<file path="src/rtl/nv_nvdla_cdp_dp_nancnt_if.sv">
// Valid/ready beat channel used on both sides of the CDP NaN counter.
interface nv_nvdla_cdp_dp_nancnt_if #(
  parameter int PW = 4*16+23
);
  logic [PW-1:0] pd;
  logic          pvld;
  logic          prdy;

  modport master (output pd, output pvld, input prdy);
  modport slave  (input pd, input pvld, output prdy);
endinterface

</file>
<file path="src/rtl/nv_nvdla_cdp_dp_nancnt.sv">
// CDP NaN/Inf counter: one register stage between the NaN gate and the input
// converter. Optionally zeroes fp16 NaN lanes, counts NaN/Inf elements per
// cube and publishes ping-pong buffered per-layer totals on dp2reg_done.
module nv_nvdla_cdp_dp_nancnt #(
  parameter int THROUGHPUT = 4,
  parameter int BPE        = 16,
  parameter int PW         = THROUGHPUT*BPE+23
) (
  input  logic                     nvdla_core_clk,
  input  logic                     nvdla_core_rstn,
  nv_nvdla_cdp_dp_nancnt_if.slave  nan_preproc,
  nv_nvdla_cdp_dp_nancnt_if.master cvt_in,
  input  logic [1:0]               reg2dp_input_data_type,
  input  logic                     reg2dp_nan_to_zero,
  input  logic                     dp2reg_done,
  output logic [31:0]              dp2reg_nan_input_num,
  output logic [31:0]              dp2reg_inf_input_num
);

  localparam int DW = THROUGHPUT*BPE;
  localparam int CW = $clog2(THROUGHPUT)+1;

  function automatic logic [CW-1:0] popcount(input logic [THROUGHPUT-1:0] v);
    logic [CW-1:0] n;
    n = '0;
    for (int i = 0; i < THROUGHPUT; i++) begin
      n = n + CW'(v[i]);
    end
    return n;
  endfunction

  // Counters stick at all-ones rather than wrapping.
  function automatic logic [31:0] sat_add(input logic [31:0] cnt, input logic [CW-1:0] inc);
    logic [32:0] sum;
    sum = {1'b0, cnt} + {{(33-CW){1'b0}}, inc};
    return sum[32] ? 32'hFFFF_FFFF : sum[31:0];
  endfunction

  logic                  fp16_en;
  logic                  tozero_en;
  logic [DW-1:0]         data_p0;
  logic [THROUGHPUT-1:0] nan_vec_p0;
  logic [THROUGHPUT-1:0] inf_vec_p0;
  logic [CW-1:0]         nan_beat_p0;
  logic [CW-1:0]         inf_beat_p0;
  logic [31:0]           nan_sum_p0;
  logic [31:0]           inf_sum_p0;
  logic                  accept;
  logic                  cube_end;

  logic [PW-1:0]         pd_p1;
  logic                  vld_p1;

  logic [31:0]           nan_cnt;
  logic [31:0]           inf_cnt;
  logic [31:0]           slot0_nan;
  logic [31:0]           slot0_inf;
  logic [31:0]           slot1_nan;
  logic [31:0]           slot1_inf;
  logic                  layer_flag;
  logic                  wdma_flag;

  assign nan_preproc.prdy = ~vld_p1 | cvt_in.prdy;
  assign accept           = nan_preproc.pvld & nan_preproc.prdy;
  assign cube_end         = nan_preproc.pd[DW+12] & nan_preproc.pd[DW+13] & nan_preproc.pd[DW+14];

  // ---- stage p0: lane classification, NaN zeroing and beat counts ----
  always_comb begin
    data_p0    = nan_preproc.pd[DW-1:0];
    nan_vec_p0 = '0;
    inf_vec_p0 = '0;
    for (int i = 0; i < THROUGHPUT; i++) begin
      nan_vec_p0[i] = fp16_en & (&nan_preproc.pd[i*BPE+10 +: 5]) & (|nan_preproc.pd[i*BPE +: 10]);
      inf_vec_p0[i] = fp16_en & (&nan_preproc.pd[i*BPE+10 +: 5]) & ~(|nan_preproc.pd[i*BPE +: 10]);
      if (nan_vec_p0[i] & tozero_en) begin
        data_p0[i*BPE +: BPE] = '0;
      end
    end
  end

  assign nan_beat_p0 = popcount(nan_vec_p0);
  assign inf_beat_p0 = popcount(inf_vec_p0);
  assign nan_sum_p0  = sat_add(nan_cnt, nan_beat_p0);
  assign inf_sum_p0  = sat_add(inf_cnt, inf_beat_p0);

  // Mode bits are sampled every cycle; software holds them static per layer.
  always_ff @(posedge nvdla_core_clk or negedge nvdla_core_rstn) begin
    if (!nvdla_core_rstn) begin
      fp16_en   <= 1'b0;
      tozero_en <= 1'b0;
    end else begin
      fp16_en   <= (reg2dp_input_data_type == 2'd2);
      tozero_en <= reg2dp_nan_to_zero;
    end
  end

  // ---- stage p1: output register, holds while downstream stalls ----
  always_ff @(posedge nvdla_core_clk or negedge nvdla_core_rstn) begin
    if (!nvdla_core_rstn) begin
      pd_p1  <= '0;
      vld_p1 <= 1'b0;
    end else if (accept) begin
      pd_p1  <= {nan_preproc.pd[PW-1:DW], data_p0};
      vld_p1 <= 1'b1;
    end else if (cvt_in.prdy) begin
      vld_p1 <= 1'b0;
    end
  end

  assign cvt_in.pd   = pd_p1;
  assign cvt_in.pvld = vld_p1;

  // Running per-cube counters; cleared after the final beat is folded in.
  always_ff @(posedge nvdla_core_clk or negedge nvdla_core_rstn) begin
    if (!nvdla_core_rstn) begin
      nan_cnt <= '0;
      inf_cnt <= '0;
    end else if (accept) begin
      if (cube_end) begin
        nan_cnt <= '0;
        inf_cnt <= '0;
      end else begin
        nan_cnt <= nan_sum_p0;
        inf_cnt <= inf_sum_p0;
      end
    end
  end

  // Ping-pong capture of finished layer totals, final beat included.
  always_ff @(posedge nvdla_core_clk or negedge nvdla_core_rstn) begin
    if (!nvdla_core_rstn) begin
      slot0_nan  <= '0;
      slot0_inf  <= '0;
      slot1_nan  <= '0;
      slot1_inf  <= '0;
      layer_flag <= 1'b0;
    end else if (accept & cube_end) begin
      if (layer_flag) begin
        slot1_nan <= nan_sum_p0;
        slot1_inf <= inf_sum_p0;
      end else begin
        slot0_nan <= nan_sum_p0;
        slot0_inf <= inf_sum_p0;
      end
      layer_flag <= ~layer_flag;
    end
  end

  // Publish the next slot on done; a same-edge capture is seen next time.
  always_ff @(posedge nvdla_core_clk or negedge nvdla_core_rstn) begin
    if (!nvdla_core_rstn) begin
      dp2reg_nan_input_num <= '0;
      dp2reg_inf_input_num <= '0;
      wdma_flag            <= 1'b0;
    end else if (dp2reg_done) begin
      dp2reg_nan_input_num <= wdma_flag ? slot1_nan : slot0_nan;
      dp2reg_inf_input_num <= wdma_flag ? slot1_inf : slot0_inf;
      wdma_flag            <= ~wdma_flag;
    end
  end

endmodule

</file>
<file path="src/flat_wrapper.sv">
// flat-port wrapper written by rule: the top's interface ports become plain ports
module nv_nvdla_cdp_dp_nancnt_flat 
#(
  parameter int THROUGHPUT = 4,
  parameter int BPE        = 16,
  parameter int PW         = THROUGHPUT*BPE+23
)
  (nvdla_core_clk, nvdla_core_rstn, reg2dp_input_data_type, reg2dp_nan_to_zero, dp2reg_done, dp2reg_nan_input_num, dp2reg_inf_input_num, nan_preproc_pd, nan_preproc_pvld, nan_preproc_prdy, cvt_in_pd, cvt_in_pvld, cvt_in_prdy);
  nv_nvdla_cdp_dp_nancnt_if #(.PW(PW)) nan_preproc_i ();
  nv_nvdla_cdp_dp_nancnt_if #(.PW(PW)) cvt_in_i ();
  input  logic nvdla_core_clk;
  input  logic nvdla_core_rstn;
  input  logic [1:0] reg2dp_input_data_type;
  input  logic reg2dp_nan_to_zero;
  input  logic dp2reg_done;
  output logic [31:0] dp2reg_nan_input_num;
  output logic [31:0] dp2reg_inf_input_num;
  input wire logic [$bits(nan_preproc_i.pd)-1:0] nan_preproc_pd;
  input wire logic [$bits(nan_preproc_i.pvld)-1:0] nan_preproc_pvld;
  output wire logic [$bits(nan_preproc_i.prdy)-1:0] nan_preproc_prdy;
  output wire logic [$bits(cvt_in_i.pd)-1:0] cvt_in_pd;
  output wire logic [$bits(cvt_in_i.pvld)-1:0] cvt_in_pvld;
  input wire logic [$bits(cvt_in_i.prdy)-1:0] cvt_in_prdy;
  assign nan_preproc_i.pd = nan_preproc_pd;
  assign nan_preproc_i.pvld = nan_preproc_pvld;
  assign nan_preproc_prdy = nan_preproc_i.prdy;
  assign cvt_in_pd = cvt_in_i.pd;
  assign cvt_in_pvld = cvt_in_i.pvld;
  assign cvt_in_i.prdy = cvt_in_prdy;
  nv_nvdla_cdp_dp_nancnt #(.THROUGHPUT(THROUGHPUT), .BPE(BPE), .PW(PW)) u_core (.nvdla_core_clk(nvdla_core_clk), .nvdla_core_rstn(nvdla_core_rstn), .nan_preproc(nan_preproc_i), .cvt_in(cvt_in_i), .reg2dp_input_data_type(reg2dp_input_data_type), .reg2dp_nan_to_zero(reg2dp_nan_to_zero), .dp2reg_done(dp2reg_done), .dp2reg_nan_input_num(dp2reg_nan_input_num), .dp2reg_inf_input_num(dp2reg_inf_input_num));
endmodule
</file>
<file path="config.mk">
export PLATFORM = sky130hd
export DESIGN_NAME = nv_nvdla_cdp_dp_nancnt_flat
export DESIGN_NICKNAME = d
export VERILOG_FILES = /design/src/rtl/nv_nvdla_cdp_dp_nancnt_if.sv /design/src/rtl/nv_nvdla_cdp_dp_nancnt.sv /design/src/flat_wrapper.sv
export SDC_FILE = /design/constraint.sdc
export NUM_CORES = 1
export LEC_CHECK = 0
export ABC_AREA = 0
export ABC_CLOCK_PERIOD_IN_PS = 3600
export CORE_ASPECT_RATIO = 1.25
export CORE_MARGIN = 1.5
export CORE_UTILIZATION = 49
export DETAILED_ROUTE_END_ITERATION = 7
export HOLD_SLACK_MARGIN = 0.03
export PLACE_DENSITY = 0.86
export SKIP_LAST_GASP = 1
export SLEW_MARGIN = 40
export SYNTH_ARGS = -nofsm -noshare
export SYNTH_HDL_FRONTEND = slang
export SYNTH_SLANG_ARGS = --single-unit
</file>
<file path="constraint.sdc">
create_clock -name nvdla_core_clk -period 3.6 [get_ports nvdla_core_clk]
set_clock_uncertainty 0.05 [all_clocks]
set_input_delay 0.36 -clock nvdla_core_clk [delete_from_list [all_inputs] [get_ports nvdla_core_clk]]
set_output_delay 0.36 -clock nvdla_core_clk [all_outputs]
set_load 0.05 [all_outputs]
</file>
Word level (Yosys, flattened, before mapping)
Index checks and enable logic that the tools add are counted.
{"block": "totals", "reg_bits": 348, "in_bits": 95, "out_inout_bits": 153, "wordCells": 74}
{"block": "classes", "n_addsub": 8, "n_eq_ne": 1, "muxes": 12, "n_bitwise": 28, "n_reduce_logical": 11}
{"cell": "2-to-1 mux 32 bit", "count": 6}
{"cell": "adder 32 x 3 -> 33 bit", "count": 2}
{"cell": "2-to-1 mux 16 bit", "count": 4}
{"cell": "OR reduction 10 bit", "count": 4}
{"cell": "AND 1 bit", "count": 20}
{"cell": "AND reduction 5 bit", "count": 4}
{"cell": "adder 3 x 1 -> 3 bit", "count": 4}
{"cell": "NOT 1 bit", "count": 7}
{"cell": "adder 1 x 1 -> 2 bit", "count": 2}
{"cell": "AND reduction 2 bit", "count": 2}
{"cell": "equality test 2 bit, second input constant", "count": 1}
{"cell": "2-to-1 mux 1 bit", "count": 2}
{"cell": "nonzero test 2 bit", "count": 1}
{"cell": "OR 1 bit", "count": 1}

Longest topological paths before layout
Gate-level depths: netlist of run 1.
{"block": "logic_depth", "ltp_word": 9, "depth_mapped": 15, "depth_no_buf": 13}

Worst setup path before layout of run 1
No wires, ideal clock.
{"block": "synth_timing", "path_kind": "input-to-reg", "from": "input nan_preproc_pd[5]", "to": "register u_core.nan_cnt[20]", "setup_ns": 0.099, "arrival_ns": 3.715, "required_ns": 3.451, "setup_slack_ns": -0.264, "cell_stages": 13, "n_path_buf": 0, "cell_sequence": "nor4_1 > nand3_1 > nor4b_1 > ha_1 > fa_1 > ha_1 > inv_1 > fa_1 > nand2b_1 > a2111oi_2 > and3_1 > a21oi_1 > a311oi_1"}
{"block": "synth_via", "elab_chain_len": 8}
{"element": "start: declaration", "line": "flat_wrapper.sv:18", "source": "input wire logic [$bits(nan_preproc_i.pd)-1:0] nan_preproc_pd;"}
{"element": "OR reduction 10 bit", "line": "nv_nvdla_cdp_dp_nancnt.sv:73", "source": "nan_vec_p0[i] = fp16_en & (&nan_preproc.pd[i*BPE+10 +: 5]) & (|nan_preproc.pd[i*BPE +: 10]);"}
{"element": "AND 1 bit", "line": "nv_nvdla_cdp_dp_nancnt.sv:73"}
{"element": "adder 1 x 1 -> 2 bit", "line": "nv_nvdla_cdp_dp_nancnt.sv:27", "source": "n = n + CW'(v[i]);"}
{"element": "adder 3 x 1 -> 3 bit (2 in a row)", "line": "nv_nvdla_cdp_dp_nancnt.sv:27"}
{"element": "adder 32 x 3 -> 33 bit", "line": "nv_nvdla_cdp_dp_nancnt.sv:35", "source": "sum = {1'b0, cnt} + {{(33-CW){1'b0}}, inc};"}
{"element": "2-to-1 mux 32 bit", "line": "nv_nvdla_cdp_dp_nancnt.sv:36", "source": "return sum[32] ? 32'hFFFF_FFFF : sum[31:0];"}
{"element": "2-to-1 mux 32 bit", "line": "nv_nvdla_cdp_dp_nancnt.sv:119", "source": "if (cube_end) begin"}
{"element": "end signal: assignment", "line": "nv_nvdla_cdp_dp_nancnt.sv:123", "source": "nan_cnt <= nan_sum_p0;"}
{"element": "end: declaration", "line": "nv_nvdla_cdp_dp_nancnt.sv:54", "source": "logic [31:0] nan_cnt;"}
No other way between the ends.
A chain may end at the register's enable or synchronous reset.

Final worst setup path of run 1
{"block": "layout_timing", "from": "register u_core.fp16_en", "to": "register u_core.slot0_nan[28]"}
{"block": "layout_via", "elab_chain_len": 7, "word_cells_on_any_way": 13, "cone_classes": "4 x add/sub; 1 x mux; 8 x bitwise"}
{"element": "start: declaration", "line": "nv_nvdla_cdp_dp_nancnt.sv:39", "source": "logic fp16_en;"}
{"element": "start signal: assignment", "line": "nv_nvdla_cdp_dp_nancnt.sv:92", "source": "fp16_en <= (reg2dp_input_data_type == 2'd2);"}
{"element": "AND 1 bit (2 in a row)", "line": "nv_nvdla_cdp_dp_nancnt.sv:73"}
{"element": "adder 1 x 1 -> 2 bit", "line": "nv_nvdla_cdp_dp_nancnt.sv:27"}
{"element": "adder 3 x 1 -> 3 bit", "line": "nv_nvdla_cdp_dp_nancnt.sv:27"}
{"element": "adder 3 x 1 -> 3 bit *", "line": "nv_nvdla_cdp_dp_nancnt.sv:27"}
{"element": "adder 32 x 3 -> 33 bit *", "line": "nv_nvdla_cdp_dp_nancnt.sv:35"}
{"element": "2-to-1 mux 32 bit *", "line": "nv_nvdla_cdp_dp_nancnt.sv:36"}
{"element": "end signal: assignment", "line": "nv_nvdla_cdp_dp_nancnt.sv:142", "source": "slot0_nan <= nan_sum_p0;"}
{"element": "end: declaration", "line": "nv_nvdla_cdp_dp_nancnt.sv:56", "source": "logic [31:0] slot0_nan;"}
Every way passes the cells marked *; elsewhere a longest branch is shown, timed or not.

==> out/results.ini, run 1 <==
[status]
status=finished with violations
violations=setup timing

[floorplanning]
start_util=0.4956
die_x_um=162.9
ios=248
die_h_um=202.9
core_mm2=0.03160
dieArea_mm2=0.03305
rows=73

[worst_setup_path]
crit_fanout=7
r2r_setup_slack_ps=-50
criticalPathCategory=reg -> reg
cp.required_ps=4030
reg2reg_from=u_core.fp16_en
critPathCaptureType=register
crit_slowest_cell=fa_2
crit_chain=nand2_2 -> nor4b_4 -> ha_4 -> fa_2 -> ha_4 -> inv_2 -> fa_2 -> nand2b_4 -> a2111oi_4 -> buf_6 -> a41oi_2 -> a41oi_2 -> mux2_2
cp.arrival_ps=4080
start_kind=register
rr_endpoint=u_core.slot0_nan[28]
reg2regPathDepth=13
critPathMaxStageDelay_ps=570

[synth]
synthCells=1549
synth_mux_area_frac=0.04681
synth.area.top_cells=dfrtp_1 (56%), a21oi_1 (5.2%), mux2i_1 (4.5%)
synthAdderAreaFrac=0.01310
synth-simple-area-share=0.1589
syn_nets=1658
yosys_warnings=0
synth_area_leader_cell=dfrtp_1
synth_top_area_share=0.5560
synthArstFlopShare=1.000
ys_types=63
ys_ff_latch=348
synth_area_mm2=0.01566
synth-seq-area-share=0.5560
synth_ff_type=dfrtp_1
synth_top_family_by_area=compound AO/OA/AOI/OAI gates
synth_xor_area_frac=0.02125
syn-mean-instance-area_um2=10.11
synth_edf_count=0
synth_compound_area_frac=0.1722

[global_routing]
grt_pass1_vias=13840
grt_remaining_overflow=0
grt_usage=0.2754
grt_pass1_wl_um=72390
grt_start_max_net_pins=95
antenna_found_initial=1

[sta]
fmax_mhz=273.6
hold_viol=0
rsz0062_at_grt=yes
fin_ws_ps=-54.97
setup_viol=6
tightest_slew_ps=858.9
timing.final.max_slew_violations=0
fin_crit_ps=3655
period_share=1.015
whs_ps=86.13
slew_headroom=0.4253

[final_layout]
fin_area_mm2=0.02192
nets=1990
fin_util=0.6938
layout-drive-gt1-share=0.2075
area_growth_pct=39.97
fillers=2154
stdcell_count=2321

[cts]
clk_pin_slew_ps=60
h-tree-depth=2
cts.sinks=348
cts_inserted_buffers=37
clockBufferDepth=3
cts-root-buf=clkbuf_16
tritoncts=done
insertion_delay_ps=540

[min_path]
whs_path_depth=2
hold_path.class=in -> reg
hold_end=u_core.cvt_in.pd[1]
min_from=nan_preproc_pd[1]

[placed_design]
dpl.cell_count=2232
place.gp.congestion=0.9085
portBuffers=247
post_dp_cell_area_mm2=0.01944
post-dp-hpwl_um=30120

[route]
first_iter_violations=1208
firstDrtPassIters=5
routed_via_density=6.012
ant_nets=0
dr_total_vias=13950
wl_um=47140
post-route-drc-count=0
wl_per_cell_um=20.31

[power]
ir_drop_mv=0.4392
p_per_area_mw_per_mm2=554.9
leakage_nw=9.508

[run]
drv_cap=0

repair_timing:
item,CTS,global route
pin swaps,35,66
resized for setup,110,135
endpoints found under the setup margin,192,163
hold endpoints to repair,89,0
hold buffers,1,0
setup buffers,6,16
gates cloned,1,2
cell families after synthesis:
| logic type | count (synthesis) |
|---|---|
| simple gates | 528 |
| buf+inv | 124 |
| xor+xnor | 38 |
| compound gates | 424 |
| flops | 348 |
| fa+ha+maj | 14 |
| mux | 73 |
cells in the final DEF, fill, tap and decap left out, types with 7 or more instances in the layout:
cell             instances
a311oi_1                15
nand3_1                 25
dlygate4sd2_1           14
a22o_1                  64
and4_1                  12
a21oi_1                142
nor4_4                  11
nor3_1                  18
inv_1                   11
clkbuf_16               38
nand2_2                  8
dfrtp_1                347
nor4_2                  11
nand4_1                 19
o21ai_1                 22
a31oi_1                 27
nand2_1                175
a21oi_2                 20
mux2i_1                 67
buf_12                   8
buf_4                  120
nor4_1                  14
nor2_2                   9
xnor2_2                  9
clkdlybuf4s50_1        224
xnor2_1                 16
nor2_4                   7
buf_6                   24
o21ai_0                 67
nor2_1                 147
xor2_1                   8
and3_1                  15
area by class of cell:
type                            count  area [um2]  share of cell area
Sequential cell                   348        8712              0.3974
Multi-Input combinational cell   1078        7533              0.3436
Timing Repair Buffer              401        3846              0.1754
Clock buffer                       47        1025             0.04674
Tap cell                          412       515.5             0.02351
Clock inverter                     19       234.0             0.01067
Inverter                           15       56.30            0.002568
Antenna cell                        1       2.502           0.0001141
report_power, final:
part / internal [mW] / total (mW) / switching (mW) / leakage, nW
sequential: 4.51 / 4.90 / 0.393 / 4.46
clock: 2.32 / 3.95 / 1.63 / 0.604
combinational: 1.23 / 3.31 / 2.08 / 4.44
through the flow:
stage                     setup WS [ps]  setup TNS (ps)  power, mW
after floorplan                  0.2411               0      6.919
after global placement            -1004         -141600      8.005
after detailed placement          -1052         -160950      8.141
after CTS                        -94.24          -303.9      12.11
after global routing             -172.9           -9247      12.62
final                            -54.97          -122.3      12.17
state kept, by name, indices dropped and copies added, names as in the netlist:
register / cells
u_core.cvt_in.pd: 87
u_core.cvt_in.pvld: 1
u_core.dp2reg_inf_input_num: 32
u_core.dp2reg_nan_input_num: 32
u_core.fp16_en: 1
u_core.inf_cnt: 32
u_core.layer_flag: 1
u_core.nan_cnt: 32
u_core.slot0_inf: 32
u_core.slot0_nan: 32
u_core.slot1_inf: 32
u_core.slot1_nan: 32
u_core.tozero_en: 1
u_core.wdma_flag: 1
how the worst max path moves through the flow:
| stage | from | endpoint | slack, ps | depth (start not counted) |
|---|---|---|---|---|
| after floorplan | nan_preproc_pd[5] | u_core.inf_cnt[12] | 0.2 | 13 |
| after global placement | nan_preproc_pd[17] | u_core.slot0_inf[11] | -1000 | 16 |
| after detailed placement | nan_preproc_pd[17] | u_core.slot0_inf[11] | -1050 | 16 |
| after CTS | u_core.fp16_en | u_core.inf_cnt[27] | -90 | 13 |
| after global routing | u_core.fp16_en | u_core.slot1_nan[28] | -170 | 13 |
| final | u_core.fp16_en | u_core.slot0_nan[28] | -50 | 13 |
routing by layer:
metal / part of all wire / GRT usage
met1: 0.39 / 0.3538
met2: 0.49 / 0.4494
met3: 0.080 / 0.06292
met4: 0.040 / 0.1121
met5: 0 / 0
worst max-delay path, delay by kind of cell, from the launching register on:
| family | cells | cell delay, ps |
|---|---|---|
| fa+ha+maj | 4 | 1360 |
| mux | 1 | 190 |
| simple gates | 3 | 660 |
| compound gates | 3 | 720 |
| buf+inv | 2 | 210 |
| flops | 1 | 420 |
cell usage after synthesis, types with 15 or more instances:
| cell | n |
|---|---|
| xnor2_1 | 25 |
| nand2_1 | 183 |
| mux2i_1 | 71 |
| nand3_1 | 29 |
| and3_1 | 16 |
| nor3_1 | 29 |
| dfrtp_1 | 348 |
| nor4_1 | 31 |
| a31oi_1 | 31 |
| inv_1 | 15 |
| nor2_1 | 162 |
| clkbuf_1 | 78 |
| buf_2 | 15 |
| nand4_1 | 19 |
| a21oi_1 | 164 |
| a22o_1 | 64 |
| o21ai_0 | 91 |
| a311oi_1 | 19 |
No activity file was read; power rests on OpenSTA's default activity.
==> run 2, diff against run 1 <==
--- a/config.mk
+++ b/config.mk
@@ -6,13 +6,13 @@
 export NUM_CORES = 1
 export LEC_CHECK = 0
 export ABC_AREA = 0
-export ABC_CLOCK_PERIOD_IN_PS = 3600
+export ABC_CLOCK_PERIOD_IN_PS = 4100
 export CORE_ASPECT_RATIO = 1.25
 export CORE_MARGIN = 1.5
-export CORE_UTILIZATION = 49
+export CORE_UTILIZATION = 54
 export DETAILED_ROUTE_END_ITERATION = 7
 export HOLD_SLACK_MARGIN = 0.03
-export PLACE_DENSITY = 0.86
+export PLACE_DENSITY = 0.89
 export SKIP_LAST_GASP = 1
 export SLEW_MARGIN = 40
 export SYNTH_ARGS = -nofsm -noshare
==> constraint.sdc (replaced) <==
create_clock -name nvdla_core_clk -period 4.1 [get_ports nvdla_core_clk]
set_clock_uncertainty 0.05 [all_clocks]
set_input_delay 0.41 -clock nvdla_core_clk [delete_from_list [all_inputs] [get_ports nvdla_core_clk]]
set_output_delay 0.41 -clock nvdla_core_clk [all_outputs]
set_load 0.05 [all_outputs]
==> out/results.ini, run 2 (synthesis results as in run 1) <==
[cts]
clk_pin_slew_ps=60
cts_inserted_buffers=34
insertion_delay_ps=530
h-tree-depth=2
cts.sinks=348
clockBufferDepth=3
cts-root-buf=clkbuf_16
tritoncts=done

[sta]
hold_viol=0
fin_ws_ps=80.60
fin_crit_ps=4019
period_share=0.9803
setup_viol=0
fmax_mhz=248.8
tightest_slew_ps=853.2
timing.final.max_slew_violations=0
slew_headroom=0.4291
whs_ps=150.2

[global_routing]
antenna_found_initial=1
grt_start_max_net_pins=107
grt_remaining_overflow=0
grt_usage=0.2937
grt_pass1_wl_um=71530
grt_pass1_vias=13800

[floorplanning]
rows=69
core_mm2=0.02849
dieArea_mm2=0.03004
start_util=0.5498
ios=248
die_h_um=193.4
die_x_um=155.3

[route]
post-route-drc-count=0
ant_nets=0
firstDrtPassIters=7
routed_via_density=6.170
dr_total_vias=13780
wl_um=45100
first_iter_violations=1440
wl_per_cell_um=20.19

[final_layout]
layout-drive-gt1-share=0.1517
stdcell_count=2234
fillers=1837
n_antenna_cell=0
nets=1967
layout_common_cells=dfrtp_1 (347), clkdlybuf4s50_1 (243), nand2_1 (181), a21oi_1 (157), nor2_1 (156)
largest_register_ff_count=87
final_common_cell=dfrtp_1
area_growth_pct=33.11

[status]
status=completed

[worst_setup_path]
start_kind=primary input
crit_fanout=7
critPathMaxStageDelay_ps=460
cp.required_ps=4480
crit_slowest_cell=fa_1
critPathCaptureType=register
crit_buf_inv=4
crit_chain=clkdlybuf4s50_1 -> nor4_2 -> nand3_2 -> nor4b_2 -> ha_1 -> fa_1 -> ha_4 -> inv_1 -> fa_2 -> nor2b_4 -> o2111ai_2 -> buf_6 -> nor3_4 -> nor2_1 -> buf_4 -> a311oi_1
critical-path-top-delay-family=adder cells
cp.arrival_ps=4400
criticalPathCategory=in -> reg

[power]
design_power_total_mw=10.30
ir_drop_mv=0.3451
leakage_nw=9.117
p_per_area_mw_per_mm2=493.9

[placed_design]
portBuffers=247
post-dp-hpwl_um=29780
place.gp.congestion=0.9307
post-place-ws_ps=-765.6
dpl.cell_count=2165

[min_path]
hold_path.class=in -> reg

[run]
drv_cap=0

## run 2: repair_timing
| action | CTS | global route |
|---|---|---|
| cloned | 0 | 2 |
| gates resized for setup | 14 | 91 |
| pin swaps | 2 | 23 |
| endpoints found under the hold margin | 94 | 0 |
| buffers inserted | 3 | 4 |
| endpoints found under the setup margin | 143 | 190 |
| hold buffers | 1 | 0 |
## run 2: area by class of cell
| cell class | count | area [um2] | area share |
|---|---|---|---|
| clock inverter | 11 | 152.6 | 0.007321 |
| timing repair buffer | 382 | 3593 | 0.1723 |
| multi-input combinational | 1077 | 6925 | 0.3322 |
| tap | 355 | 444.2 | 0.02130 |
| inverter | 15 | 56.30 | 0.002700 |
| sequential | 348 | 8712 | 0.4178 |
| clock buffer | 46 | 965.9 | 0.04633 |
## run 2: metal layers
| layer | track usage | share of wire |
|---|---|---|
| met1 | 0.3795 | 0.39 |
| met2 | 0.4922 | 0.50 |
| met3 | 0.06362 | 0.081 |
| met4 | 0.09559 | 0.029 |
| met5 | 0 | 0.00031 |
## run 2: final timing paths
check | startpoint | end | slack [ps] | cells past startpoint
hold / removal | nan_preproc_pd[1] | u_core.cvt_in.pd[1] | 150 | 2
setup reg to reg | u_core.fp16_en | u_core.nan_cnt[19] | 190 | 15
hold reg to reg | u_core.cvt_in.pd[75] | u_core.cvt_in.pd[75] | 420 | 2
min in group asynchronous | nvdla_core_rstn | u_core.dp2reg_nan_input_num[3] | 280 | 2
max in group asynchronous | nvdla_core_rstn | u_core.slot0_inf[27] | 2500 | 4
setup / recovery | nan_preproc_pd[6] | u_core.nan_cnt[19] | 80 | 16
## run 2: metrics by stage
step | utilization | cell area (um2) | setup TNS, ps
floorplan | - | 15660 | 0
CTS | 0.7140 | 20340 | -43.99
detailed placement | 0.6709 | 19110 | -108750
global route | 0.7318 | 20850 | -935.1
finish | 0.7318 | 20850 | 0
global placement | 0.6709 | 19110 | -89260
## run 2: where the power goes
group | leakage [nW] | internal [mW] | total [mW] | switching [mW]
Clock | 0.553 | 1.85 | 3.18 | 1.33
Combinational | 4.10 | 1.04 | 2.81 | 1.77
Sequential | 4.46 | 3.96 | 4.31 | 0.355
Total | 9.12 | 6.85 | 10.3 | 3.45
